[config.mk]
export PLATFORM = sky130hd
export DESIGN_NAME = inst_fetch_unit_flat
export DESIGN_NICKNAME = d
export VERILOG_FILES = /design/src/rtl/mips_pkg.sv /design/src/rtl/inst_fetch_unit_if.sv /design/src/rtl/fetch_buffer.sv /design/src/rtl/inst_fetch_unit.sv /design/src/flat_wrapper.sv
export SDC_FILE = /design/constraint.sdc
export NUM_CORES = 1
export LEC_CHECK = 0
export ABC_AREA = 1
export CORE_ASPECT_RATIO = 0.5
export CORE_MARGIN = 2
export CORE_UTILIZATION = 52
export CTS_CLUSTER_SIZE = 12
export DETAILED_ROUTE_END_ITERATION = 10
export MAX_ROUTING_LAYER = met4
export PLACE_DENSITY = 0.84
export SYNTH_ARGS = -nofsm -noshare
export SYNTH_HDL_FRONTEND = slang
export SYNTH_SLANG_ARGS = --single-unit
[constraint.sdc]
create_clock -name clk -period 5.1 [get_ports clk]
set_input_delay 0.51 -clock clk [delete_from_list [all_inputs] [get_ports clk]]
set_output_delay 0.51 -clock clk [all_outputs]
set_load 0.02 [all_outputs]
[src/rtl/mips_pkg.sv]
// Shared definitions for the MIPS front end: reset vector, NOP encoding and
// the fetch FSM state type.
package mips_pkg;

  localparam logic [31:0] RESET_PC_DEFAULT  = 32'h0000_0000;
  localparam int unsigned BUF_DEPTH_DEFAULT = 2;
  localparam logic [31:0] NOP               = 32'h0000_0000;

  typedef enum logic {
    FETCH = 1'b0,
    DROP  = 1'b1
  } fetch_state_t;

  // Sequential PC step; wraps modulo 2^32.
  function automatic logic [31:0] pc_plus4(input logic [31:0] pc);
    return pc + 32'd4;
  endfunction

endpackage

[src/rtl/inst_fetch_unit_if.sv]
// Instruction-memory request/acknowledge bus between fetch unit and memory.
interface inst_fetch_unit_if;
  logic        req;
  logic [31:0] adr;
  logic        ack;
  logic [31:0] rdata;

  modport master (output req, output adr, input ack, input rdata);
  modport slave  (input req, input adr, output ack, output rdata);
endinterface

[src/rtl/fetch_buffer.sv]
// Two-entry prefetch FIFO holding {instruction, pc+4}; head is shown
// combinationally and reads as NOP/0 when empty.
module fetch_buffer
  import mips_pkg::*;
(
  input  logic        clk,
  input  logic        rst,
  input  logic        push,
  input  logic        pop,
  input  logic        flush,
  input  logic [31:0] push_inst,
  input  logic [31:0] push_pc4,
  output logic [31:0] head_inst,
  output logic [31:0] head_pc4,
  output logic [1:0]  count
);

  logic [31:0] inst_mem [2];
  logic [31:0] pc4_mem  [2];
  logic        rd_ptr;
  logic        wr_ptr;
  logic        do_push;
  logic        do_pop;

  assign do_pop  = pop && (count != 2'd0);
  assign do_push = push && ((count != 2'd2) || do_pop);

  always_ff @(posedge clk or negedge rst) begin
    if (!rst) begin
      count  <= 2'd0;
      rd_ptr <= 1'b0;
      wr_ptr <= 1'b0;
    end else if (flush) begin
      count  <= 2'd0;
      rd_ptr <= 1'b0;
      wr_ptr <= 1'b0;
    end else begin
      if (do_push) wr_ptr <= ~wr_ptr;
      if (do_pop)  rd_ptr <= ~rd_ptr;
      count <= count + 2'(do_push) - 2'(do_pop);
    end
  end

  // Storage carries no reset; count alone decides what is visible.
  always_ff @(posedge clk) begin
    if (do_push && !flush) begin
      inst_mem[wr_ptr] <= push_inst;
      pc4_mem[wr_ptr]  <= push_pc4;
    end
  end

  assign head_inst = (count != 2'd0) ? inst_mem[rd_ptr] : NOP;
  assign head_pc4  = (count != 2'd0) ? pc4_mem[rd_ptr]  : 32'h0000_0000;

endmodule

[src/rtl/inst_fetch_unit.sv]
// Instruction fetch unit: single-outstanding memory requests feeding a
// 2-entry prefetch buffer, with redirect handling via a FETCH/DROP FSM.
module inst_fetch_unit
  import mips_pkg::*;
#(
  parameter logic [31:0] RESET_PC  = RESET_PC_DEFAULT,
  parameter int unsigned BUF_DEPTH = BUF_DEPTH_DEFAULT
) (
  input  logic                     clk,
  input  logic                     rst,
  inst_fetch_unit_if.master        imem,
  input  logic                     redirect,
  input  logic [31:0]              redirect_adr,
  input  logic                     stall,
  output logic [31:0]              inst_out,
  output logic [31:0]              pc4_out,
  output logic                     inst_valid
);

  localparam logic [1:0] DEPTH = 2'(BUF_DEPTH);

  fetch_state_t state;
  logic [31:0]  fetch_pc;
  logic [31:0]  req_adr;
  logic         req;
  logic [1:0]   count;
  logic [1:0]   count_next;
  logic [31:0]  pc_next;
  logic         ack_ok;
  logic         hold;
  logic         do_push;
  logic         do_pop;

  // A late ack with no request raised is ignored.
  assign ack_ok  = req && imem.ack;
  assign hold    = req && !imem.ack;
  assign do_push = (state == FETCH) && ack_ok && !redirect;
  assign do_pop  = inst_valid && !stall && !redirect;

  always_comb begin
    count_next = count;
    if (redirect) count_next = 2'd0;
    else          count_next = count + 2'(do_push) - 2'(do_pop);
  end

  always_comb begin
    pc_next = fetch_pc;
    if (redirect)     pc_next = redirect_adr;
    else if (do_push) pc_next = pc_plus4(fetch_pc);
  end

  // req/req_adr only move on an ack edge or while idle, keeping the bus stable.
  always_ff @(posedge clk or negedge rst) begin
    if (!rst) begin
      state    <= FETCH;
      fetch_pc <= RESET_PC;
      req      <= 1'b0;
      req_adr  <= RESET_PC;
    end else begin
      fetch_pc <= pc_next;
      case (state)
        FETCH: begin
          if (hold) begin
            if (redirect) state <= DROP;
          end else if (count_next < DEPTH) begin
            req     <= 1'b1;
            req_adr <= pc_next;
          end else begin
            req <= 1'b0;
          end
        end
        DROP: begin
          if (!hold) begin
            state   <= FETCH;
            req     <= 1'b1;
            req_adr <= pc_next;
          end
        end
        default: state <= FETCH;
      endcase
    end
  end

  assign imem.req = req;
  assign imem.adr = req_adr;

  fetch_buffer u_buf (
    .clk       (clk),
    .rst       (rst),
    .push      (do_push),
    .pop       (do_pop),
    .flush     (redirect),
    .push_inst (imem.rdata),
    .push_pc4  (pc_plus4(fetch_pc)),
    .head_inst (inst_out),
    .head_pc4  (pc4_out),
    .count     (count)
  );

  assign inst_valid = (count != 2'd0);

endmodule

[src/flat_wrapper.sv]
// flat-port wrapper written by rule: the top's interface ports become plain ports
module inst_fetch_unit_flat import mips_pkg::*;
#(
  parameter logic [31:0] RESET_PC  = RESET_PC_DEFAULT,
  parameter int unsigned BUF_DEPTH = BUF_DEPTH_DEFAULT
)
  (clk, rst, redirect, redirect_adr, stall, inst_out, pc4_out, inst_valid, imem_req, imem_adr, imem_ack, imem_rdata);
  inst_fetch_unit_if imem_i ();
  input  logic clk;
  input  logic rst;
  input  logic redirect;
  input  logic [31:0] redirect_adr;
  input  logic stall;
  output logic [31:0] inst_out;
  output logic [31:0] pc4_out;
  output logic inst_valid;
  output wire logic [$bits(imem_i.req)-1:0] imem_req;
  output wire logic [$bits(imem_i.adr)-1:0] imem_adr;
  input wire logic [$bits(imem_i.ack)-1:0] imem_ack;
  input wire logic [$bits(imem_i.rdata)-1:0] imem_rdata;
  assign imem_req = imem_i.req;
  assign imem_adr = imem_i.adr;
  assign imem_i.ack = imem_ack;
  assign imem_i.rdata = imem_rdata;
  inst_fetch_unit #(.RESET_PC(RESET_PC), .BUF_DEPTH(BUF_DEPTH)) u_core (.clk(clk), .rst(rst), .imem(imem_i), .redirect(redirect), .redirect_adr(redirect_adr), .stall(stall), .inst_out(inst_out), .pc4_out(pc4_out), .inst_valid(inst_valid));
endmodule
==> results.md <==
- CP peak stage delay: 890 ps
- Detail Route Antenna Nets: 0
- Vias in the first global route: between 6000 and 7000
- Leak pwr: 4.49 nW
- Die X: 187 µm
- Placed Area: ~0.011 mm²
- Post-CTS sizing: 0
- Final Skew: 14.3 ps
- Vias per cell: 5.26
- Gpl congestion: 0.914
- Crit-path cells: buf_4 -> inv_2 -> nand2_1 -> a21oi_1 -> clkdlybuf4s50_1
- Sequential cell area: 0.00560 mm²
- Most frequent cells in the layout: nand2_1, clkdlybuf4s50_1, edfxtp_1, a21oi_1, dfrtp_1
- Crit Path Max Fanout: 67
- Layout cell share with drive strength beyond 1: 6.94%
- Drc violations: 0
- Antenna diodes: 0
- DRT Pass-1 Iters: 5
- # nets final: 1127
- Final min period: 3630 ps
- Distinct cells, synth: 33
- Post-route cell area: 0.0113 mm²
- Hold buffers post-CTS: 0
- Synth Cell Area: 0.00872 mm²
- First-pass GRT wire length: 33.3 mm
- Layout overhead on the synthesized area: 29.0%
- Syn Nets: 972
- Worst vdd ir: 283 µV
- Highest Clock Rate: 0.275 GHz
- Syn avg cell area: around 9.7 µm²
- Vias: 6804
- Htree depth: 4
- CTS Buffer Depth: 2
- Clock latency on the worst-skew pair: 430 ps
- Footprint of the multi-input gates: 0.00283 mm²
- Startpoint types: register
- Hold Crit Class: input port to asynchronous set/reset pin
- Syn. warnings: 0
- Number of enable flip-flop cells after synthesis: 128
- Status: complete, no violations
- IO Port Bufs: approximately 170
- CP Capture Type: output port
- RSZ-0062 raised after global routing: no
- Slowest CP cell: inv_2
- Total gr overflow: 0
- I/O Pins: 167
- Die Area: 0.0179 mm²
- Final wirelength: 21.4 mm
- Period utilization: approximately 71%
- Rel. slew slack: 26.5%
- Final setup vio count: 0
- Die Y: 95.6 µm
- Filler cell count: 1226
- Number of hold violations in the final report: 0
- Tightest Pin Transition: 1100 ps
- Iteration-0 DRC count of the detailed router: 499
- Pwr Density: 411 mW/mm²
- Avg WL per Cell: 16.6 µm
- CTS tree: built
- Area of the core: 0.0164 mm²
- Commonest non-fill, non-tap cell in the layout: nand2_1
- Row Count: 33
- Largest net degree at the start of global routing: 71
- Root Driver: clkbuf_16
- Seq/Total Area, Yosys: 64.1%
- Synth Register Bits: 198
- Max Slew Vio Count: 0
- Syn Inst Count: 899
- TritonCTS buffer count: 17
- Arrival @ worst endpoint: 3120 ps
- Post-CTS Setup Repair Bufs: 0
- Main synth FF type: edfxtp_1
- Sink Count: 198
- Initial antenna violation count: 0
- Initial core utilization: a little over half
- Global Route Usage Sum: 24.9%
- WP data required: ~4600 ps
- Setup Crit Path Kind: register to output port
- Setup TNS: 0 ps
- DP HPWL: approximately 15 mm
- Maxcap violations: 0
- Clock-pin slew on the worst setup and hold paths: 80 ps
- Ys async rst share: 35.4%
routing by layer:
layer	share of wire, %	wire length [µm]	vias to the layer above	global-route usage [%]
li1	-	-	3267	-
met5	0	0	-	-
met4	1.0	218	0	5.75
met2	47	10100	235	40.6
met1	45	9610	3278	33.0
met3	7.2	1540	24	4.53
synth_stat cells (4+ instances only):
cell / instances / area, µm²
nand3_1: 30 / 150
nor3_1: 13 / 65.1
ha_1: 4 / 50.1
nor2_1: 46 / 173
dfrtp_1: 70 / 1750
clkbuf_1: 22 / 82.6
inv_1: 39 / 146
buf_1: 5 / 18.8
buf_2: 8 / 40.0
nand2_1: 357 / 1340
nor2_2: 5 / 31.3
edfxtp_1: 128 / 3840
a21boi_0: 7 / 52.6
and2_1: 9 / 56.3
a21oi_1: 100 / 500
or2_2: 8 / 50.1
o21ai_0: 11 / 55.1
nor2_4: 5 / 56.3
xnor2_1: 6 / 52.6
state kept, by name (all words and copies together) (netlist names):
| signal | count |
|---|---|
| u_core.u_buf.inst_mem | 64 |
| u_core.u_buf.pc4_mem | 64 |
| u_core.fetch_pc | 32 |
| u_core.imem.adr | 32 |
| u_core.u_buf.count | 2 |
| u_core.imem.req | 1 |
| u_core.state | 1 |
| u_core.u_buf.rd_ptr | 1 |
| u_core.u_buf.wr_ptr | 1 |
critical path: cells and delay by family (launching register included):
| kind | cells | cell delay, ps |
|---|---|---|
| simple gates | 1 | 160 |
| flops | 1 | 390 |
| compound gates | 1 | 230 |
| buf+inv | 3 | 1880 |
report_power, final:
group	leakage [nW]	switching, W	internal (W)
clock network	0.315	0.000671	0.000766
logic	2.18	0.000723	0.000474
registers	2.00	0.000100	0.00189
layout make-up:
cell class,instances,area share [%]
sequential,198,49.7
multi-input combinational,621,25.1
timing repair buffer,174,15.5
clock buffer,17,3.78
tap,227,2.52
clock inverter,15,1.97
inverter,42,1.40
path summary, 6_finish.rpt:
path / slack (ps) / depth (start not counted) / startpoint / endpoint
min in group clk: 490 / 2 / u_core.imem.adr[26] / u_core.imem.adr[26]
max in group asynchronous: 4160 / 2 / rst / u_core.u_buf.rd_ptr
setup reg to reg: 1790 / 12 / u_core.u_buf.count[1] / u_core.imem.adr[13]
hold reg to reg: 490 / 2 / u_core.imem.adr[26] / u_core.imem.adr[26]
setup / recovery: 1470 / 5 / u_core.u_buf.rd_ptr / pc4_out[13]
hold / removal: 290 / 2 / rst / u_core.imem.adr[8]
stage by stage:
| step | hold slack [ps] | setup WS (ps) | total power (W) | util [%] | std cells |
|---|---|---|---|---|---|
| after floorplan | 214 | 695 | 0.00266 | - | 899 |
| after global placement | 465 | 1360 | 0.00318 | 64.7 | 1262 |
| after detailed placement | 469 | 1220 | 0.00322 | 64.7 | 1262 |
| after CTS | 326 | 1410 | 0.00465 | 68.7 | 1294 |
| after global routing | 362 | 1280 | 0.00482 | 68.7 | 1294 |
| final | 293 | 1470 | 0.00462 | 68.7 | 1294 |
cells by family (layout without fill, tap and decap cells):
logic type                 count (synthesis)  count (layout)  share of synthesized area (%)
xor gates and xnor gates                  11              11                           1.28
DFF                                      198             198                           64.1
adders and majority gates                  4               4                          0.574
and+or+nand+nor                          482             482                           22.9
buffers and inverters                     80             248                           3.69
AOI/OAI and AO/OA                        124             124                           7.46
Power figures use the tool's default switching activity.
